File: config.mk
export PLATFORM = sky130hd
export DESIGN_NAME = inta_sequencer_flat
export DESIGN_NICKNAME = d
export VERILOG_FILES = /design/src/rtl/inta_sequencer_if.sv /design/src/rtl/inta_sequencer.sv /design/src/flat_wrapper.sv
export SDC_FILE = /design/constraint.sdc
export NUM_CORES = 1
export LEC_CHECK = 0
export BUFFER_PORTS_ARGS = -buffer_cell sky130_fd_sc_hd__buf_4
export CAP_MARGIN = 20
export CORE_MARGIN = 2
export CORE_UTILIZATION = 50
export CTS_CLUSTER_SIZE = 20
export DETAILED_ROUTE_END_ITERATION = 10
export PLACE_DENSITY = 0.79
export SLEW_MARGIN = 10
export SYNTH_ARGS = -nofsm -noshare
export SYNTH_HDL_FRONTEND = slang
export SYNTH_SLANG_ARGS = --single-unit
File: constraint.sdc
create_clock -name clk -period 2.8 [get_ports clk]
set_input_delay 0.14 -clock clk [delete_from_list [all_inputs] [get_ports clk]]
set_output_delay 0.14 -clock clk [all_outputs]
set_load 0.01 [all_outputs]
File: src/rtl/inta_sequencer_if.sv
// rtl/inta_sequencer_if.sv - CPU-side acknowledge bus between the 8259 core and the INTA sequencer
interface inta_sequencer_if;
  logic       endOfinit;
  logic       int_req;
  logic       inta_n;
  logic       cpu_int;
  logic       imp1;
  logic       imp2;
  logic       endOfimp2;
  logic       data_en;
  logic       ack_abort;
  logic [2:0] seq_state;

  modport slave (
    input  endOfinit, int_req, inta_n,
    output cpu_int, imp1, imp2, endOfimp2, data_en, ack_abort, seq_state
  );

  modport master (
    output endOfinit, int_req, inta_n,
    input  cpu_int, imp1, imp2, endOfimp2, data_en, ack_abort, seq_state
  );
endinterface

File: src/rtl/inta_sequencer.sv
// rtl/inta_sequencer.sv - 8259 interrupt-acknowledge sequencer
// Deglitches INTA and turns the two-pulse acknowledge into imp1/imp2/endOfimp2 strobes.
module inta_sequencer #(
  parameter int SYNC_STAGES = 2,
  parameter int MIN_LOW     = 2,
  parameter int TIMEOUT     = 255
) (
  input  logic                 clk,
  input  logic                 rst,
  inta_sequencer_if.slave      bus
);

  typedef enum logic [2:0] {
    S_IDLE      = 3'd0,
    S_WAIT_ACK1 = 3'd1,
    S_ACK1      = 3'd2,
    S_WAIT_ACK2 = 3'd3,
    S_ACK2      = 3'd4,
    S_DONE      = 3'd5
  } state_t;

  localparam int              FCW      = (MIN_LOW > 1) ? $clog2(MIN_LOW) : 1;
  localparam logic [FCW-1:0]  FLT_LAST = FCW'(MIN_LOW - 1);
  localparam logic [7:0]      TO_MAX   = 8'(TIMEOUT);

  logic [SYNC_STAGES-1:0] r_sync;
  logic [FCW-1:0]         r_flt_cnt;
  logic                   r_inta_f;
  logic                   r_fall;
  logic                   r_rise;
  logic                   w_synced;
  logic                   w_differ;
  logic                   w_accept;

  state_t                 r_state;
  state_t                 w_next;
  logic [7:0]             r_to_cnt;
  logic [7:0]             w_to_inc;
  logic [7:0]             w_to_next;
  logic                   w_to_hit;

  logic                   r_cpu_int;
  logic                   r_imp1;
  logic                   r_imp2;
  logic                   r_end_imp2;
  logic                   r_data_en;
  logic                   r_abort;
  logic                   w_cpu_int;
  logic                   w_imp1;
  logic                   w_imp2;
  logic                   w_end_imp2;
  logic                   w_data_en;
  logic                   w_abort;

  assign w_synced = r_sync[SYNC_STAGES-1];
  assign w_differ = (w_synced != r_inta_f);
  assign w_accept = w_differ && (r_flt_cnt == FLT_LAST);

  // Filter only follows the synced level after MIN_LOW consecutive disagreeing samples.
  always_ff @(posedge clk) begin
    if (rst) begin
      r_sync    <= '1;
      r_flt_cnt <= '0;
      r_inta_f  <= 1'b1;
      r_fall    <= 1'b0;
      r_rise    <= 1'b0;
    end else begin
      r_sync <= {r_sync[SYNC_STAGES-2:0], bus.inta_n};
      r_fall <= w_accept && r_inta_f;
      r_rise <= w_accept && !r_inta_f;
      if (w_accept) begin
        r_inta_f  <= w_synced;
        r_flt_cnt <= '0;
      end else if (w_differ) begin
        r_flt_cnt <= r_flt_cnt + 1'b1;
      end else begin
        r_flt_cnt <= '0;
      end
    end
  end

  assign w_to_inc = (r_to_cnt == TO_MAX) ? r_to_cnt : r_to_cnt + 8'd1;
  assign w_to_hit = (r_state == S_WAIT_ACK2) && (w_to_inc == TO_MAX);

  always_ff @(posedge clk) begin
    if (rst) begin
      r_state    <= S_IDLE;
      r_to_cnt   <= 8'd0;
      r_cpu_int  <= 1'b0;
      r_imp1     <= 1'b0;
      r_imp2     <= 1'b0;
      r_end_imp2 <= 1'b0;
      r_data_en  <= 1'b0;
      r_abort    <= 1'b0;
    end else begin
      r_state    <= w_next;
      r_to_cnt   <= w_to_next;
      r_cpu_int  <= w_cpu_int;
      r_imp1     <= w_imp1;
      r_imp2     <= w_imp2;
      r_end_imp2 <= w_end_imp2;
      r_data_en  <= w_data_en;
      r_abort    <= w_abort;
    end
  end

  always_comb begin
    w_next = r_state;
    if (!bus.endOfinit) begin
      w_next = S_IDLE;
    end else begin
      case (r_state)
        S_IDLE:      if (bus.int_req) w_next = S_WAIT_ACK1;
        S_WAIT_ACK1: begin
          if (r_fall)            w_next = S_ACK1;
          else if (!bus.int_req) w_next = S_IDLE;
        end
        S_ACK1:      if (r_rise) w_next = S_WAIT_ACK2;
        // A second INTA arriving on the timeout clock still completes the cycle.
        S_WAIT_ACK2: begin
          if (r_fall)        w_next = S_ACK2;
          else if (w_to_hit) w_next = S_IDLE;
        end
        S_ACK2:      if (r_rise) w_next = S_DONE;
        S_DONE:      w_next = S_IDLE;
        default:     w_next = S_IDLE;
      endcase
    end
  end

  always_comb begin
    w_imp1     = (r_state == S_WAIT_ACK1) && (w_next == S_ACK1);
    w_imp2     = (r_state == S_WAIT_ACK2) && (w_next == S_ACK2);
    w_end_imp2 = (r_state == S_ACK2) && (w_next == S_DONE);
    w_abort    = (r_state == S_WAIT_ACK2) && (w_next == S_IDLE) && bus.endOfinit;
    w_cpu_int  = (w_next == S_WAIT_ACK1);
    w_data_en  = (w_next == S_ACK2);
    w_to_next  = ((r_state == S_WAIT_ACK2) && (w_next == S_WAIT_ACK2)) ? w_to_inc : 8'd0;
  end

  assign bus.cpu_int   = r_cpu_int;
  assign bus.imp1      = r_imp1;
  assign bus.imp2      = r_imp2;
  assign bus.endOfimp2 = r_end_imp2;
  assign bus.data_en   = r_data_en;
  assign bus.ack_abort = r_abort;
  assign bus.seq_state = r_state;

endmodule

File: src/flat_wrapper.sv
// flat-port wrapper written by rule: the top's interface ports become plain ports
module inta_sequencer_flat 
#(
  parameter int SYNC_STAGES = 2,
  parameter int MIN_LOW     = 2,
  parameter int TIMEOUT     = 255
)
  (clk, rst, bus_endOfinit, bus_int_req, bus_inta_n, bus_cpu_int, bus_imp1, bus_imp2, bus_endOfimp2, bus_data_en, bus_ack_abort, bus_seq_state);
  inta_sequencer_if bus_i ();
  input  logic clk;
  input  logic rst;
  input wire logic [$bits(bus_i.endOfinit)-1:0] bus_endOfinit;
  input wire logic [$bits(bus_i.int_req)-1:0] bus_int_req;
  input wire logic [$bits(bus_i.inta_n)-1:0] bus_inta_n;
  output wire logic [$bits(bus_i.cpu_int)-1:0] bus_cpu_int;
  output wire logic [$bits(bus_i.imp1)-1:0] bus_imp1;
  output wire logic [$bits(bus_i.imp2)-1:0] bus_imp2;
  output wire logic [$bits(bus_i.endOfimp2)-1:0] bus_endOfimp2;
  output wire logic [$bits(bus_i.data_en)-1:0] bus_data_en;
  output wire logic [$bits(bus_i.ack_abort)-1:0] bus_ack_abort;
  output wire logic [$bits(bus_i.seq_state)-1:0] bus_seq_state;
  assign bus_i.endOfinit = bus_endOfinit;
  assign bus_i.int_req = bus_int_req;
  assign bus_i.inta_n = bus_inta_n;
  assign bus_cpu_int = bus_i.cpu_int;
  assign bus_imp1 = bus_i.imp1;
  assign bus_imp2 = bus_i.imp2;
  assign bus_endOfimp2 = bus_i.endOfimp2;
  assign bus_data_en = bus_i.data_en;
  assign bus_ack_abort = bus_i.ack_abort;
  assign bus_seq_state = bus_i.seq_state;
  inta_sequencer #(.SYNC_STAGES(SYNC_STAGES), .MIN_LOW(MIN_LOW), .TIMEOUT(TIMEOUT)) u_core (.clk(clk), .rst(rst), .bus(bus_i));
endmodule
==> results.md <==
- Ys flop type: dfxtp_1
- Total power: 0.000513 W
- Synthesis-to-finish area growth: 12.2%
- Crit path DAT: about 2400 ps
- # IOs: 14
- Worst hold-check path type: in -> reg
- CORE AREA: about 0.0022 mm2
- Number of antenna violations at the first check in global routing: 0
- Cells after Synth: 110
- Outcome: finished clean
- Synth async-reset ratio: 0%
- Net Switching: 0.000112 W
- Switch share: 21.9%
- CP Class: reg -> reg
- Max Clk Rate: 0.466 GHz
- Lkg Pwr: 0.466 nW
- Clk sinks: 23
- Internal Power: ~0.0004 W
- Tmin final: 2150 ps
- Die X-Extent: 51.5 um
- Period utilisation layout: 76.6%
- Vias in the first global route: 784
- First-pass iteration count of the detailed router: 4
- WL final: 2090 um
- Number of port buffers: 13
- GRT Overall Usage: 16.9%
- Final net count: about 130
- Max IR drop VDD: 0.323 mV
- Clock power frac: 28.6%
- GR Overflow Total: 0
- Routed wire per std cell: about 14 um
- Fill cells: roughly 200
- Total negative setup slack: 0 ps
- Post-synthesis register bit count: 23
- Critical Path RT: 3050 ps
- Antenna viol nets, final: 0
- Antenna cells: 0
- Share of layout cells above drive strength 1: 25.8%
- Num CTS Buffers: 3
- Maximum root-to-sink buffer count: 2
- Seq/Total Area, Yosys: roughly two fifths
- CP max FO: 11
- Syn Area/Cell: between 10 and 15 um2
- Total die area: between 0.002 and 0.003 mm2
- Flop pwr share: 65.9%
- Detailed-route via count: 903
- Max cap viols: 0
- Final core area utilization: 58.3%
- Slew headroom: about 57%
- RD Place Congestion: 0.812
- Unrepaired setup endpoints after global routing: false
- Hpwl dp: 1570 um
- Clock latency on the worst-skew pair: 300 ps
- FP Rows: 17
- Starting Density: 52.0%
- Die Ht: about 50 um
- Post-CTS sizing: 0
- Critical Path Sink Type: register
- First DRT Iteration DRCs: 23
- Vias/cell: 5.94
- Pin count of the biggest net entering global routing: 14
- Combinational Power Share: 5.5%
- Synth unique cells: 43
- Syn. warnings: 0
- First-pass GRT wire length: 3390 um
- Clock transition at path regs: 130 ps
- Detailed-route DRC error count: 0
- PwrDens: between 400 and 500 mW/mm2
- Post-synth EDFFs: 0
- Post-Syn Area: 0.00113 mm2
- Final Max Tran Viols: 0
- Clock Skew: 9.58 ps
- Clk Tree Root Cell: clkbuf_4
- Final Setup Violations: 0
- Mapped Nets: 116
- Hold Vio Cnt, Final: 0
- # H-tree levels: 1
- CTS tree: built
- Startpoint Class: register
- Slew @ Worst Pin: between 600 and 700 ps
==> registers in the layout (all words and copies together) (netlist names) <==
name,cells
u_core.bus.ack_abort,1
u_core.bus.cpu_int,1
u_core.bus.data_en,1
u_core.bus.endOfimp2,1
u_core.bus.imp1,1
u_core.bus.imp2,1
u_core.bus.seq_state,3
u_core.r_fall,1
u_core.r_flt_cnt,1
u_core.r_inta_f,1
u_core.r_rise,1
u_core.r_sync,2
u_core.r_to_cnt,8
==> cell families after synthesis <==
logic type / after synthesis / share of synthesized area (%)
multiplexers: 2 / 1.78
AO/OA/AOI/OAI: 30 / 22.3
XOR/XNOR: 3 / 2.33
adder cells (fa/ha/maj): 1 / 1.11
buffers and inverters: 6 / 3.55
flip-flops: 23 / 40.8
AND/OR/NAND/NOR: 45 / 28.1
==> worst paths after layout <==
| kind | start | cells after the start | endpoint | slack (ps) |
|---|---|---|---|---|
| max | u_core.r_to_cnt[0]$_SDFF_PP0_ | 5 | u_core.bus.ack_abort$_SDFF_PP0_ | 650 |
| min | rst | 2 | u_core.r_flt_cnt$_SDFF_PP0_ | 40 |
| max reg2reg | u_core.r_to_cnt[0]$_SDFF_PP0_ | 5 | u_core.bus.ack_abort$_SDFF_PP0_ | 650 |
| min reg2reg | u_core.r_sync[0]$_SDFF_PP1_ | 1 | u_core.r_sync[1]$_SDFF_PP1_ | 420 |
==> cell usage after synthesis, types with 2 or more instances <==
cell	count	share of area, %
nor3_1	3	1.3
a211oi_1	3	2.0
xor2_1	2	1.6
and3_2	3	2.0
nor4b_1	3	2.3
nand4_1	2	1.1
mux2i_1	2	1.8
nand3b_1	2	1.3
nor2b_1	5	2.8
o21ai_0	2	0.89
or2_2	2	1.1
inv_1	2	0.67
nand4b_1	2	1.6
dfxtp_1	23	41
nand2_1	6	2.0
o2111ai_1	2	1.6
buf_6	2	2.0
o211ai_1	5	3.3
a21oi_1	8	3.6
buf_2	2	0.89
nand3_1	2	0.89
nor2_1	5	1.7
nor4bb_1	2	1.8
==> critical path: stages, from the launching register on <==
cell	delay, ps
dfxtp_1	460
ha_1	310
and4_4	320
nand3_4	90
a2111oi_4	610
and3_2	300
==> metrics by stage <==
stage,instance area [um2],instances,hold slack [ps],setup WS (ps)
after detailed placement,1230,147,330,699
after floorplan,1130,110,217,1080
after global placement,1230,147,325,747
final,1260,152,41.0,655
after global routing,1260,152,36.8,523
after CTS,1250,151,5.26,664
==> cells in the final DEF (no fill, tap or decap), drive strengths merged, types with 4 or more instances in the layout <==
master	instances
nor2b	5
dfxtp	23
and3	4
buf	13
a21oi	9
nor2	6
nand2	6
o211ai	5
==> repair_timing <==
action                                 CTS  global route
buffers inserted                         0             0
endpoints found under the hold margin    0             1
hold buffers                             0             1
==> cell type report <==
cell class / instances / area, um2 / area share, %
clock buffer: 3 / 22.5 / 1.78
sequential: 23 / 460 / 36.4
inverter: 2 / 7.51 / 0.593
tap: 28 / 35.0 / 2.77
clock inverter: 1 / 5.00 / 0.396
multi-input combinational: 81 / 627 / 49.6
timing repair buffer: 14 / 108 / 8.51
==> per-layer routing <==
layer  vias to the layer above  global-route usage [%]  part of all wire (%)
met1                       428                    21.1                    46
met3                         4                    5.26                   4.7
met4                         0                    4.82                  0.82
li1                        447                       -                     -
met5                         -                       0                     0
met2                        24                    27.8                    48
==> power groups by stage <==
stage / registers [W] / clock network, W / logic, W
floorplan: 0.000343 / 0 / 0.0000180
global placement: 0.000345 / 0 / 0.0000267
detailed placement: 0.000346 / 0 / 0.0000275
CTS: 0.000338 / 0.000153 / 0.0000275
global route: 0.000339 / 0.000164 / 0.0000309
finish: 0.000338 / 0.000147 / 0.0000285
Note: power is estimated with default switching activity, not from simulation.
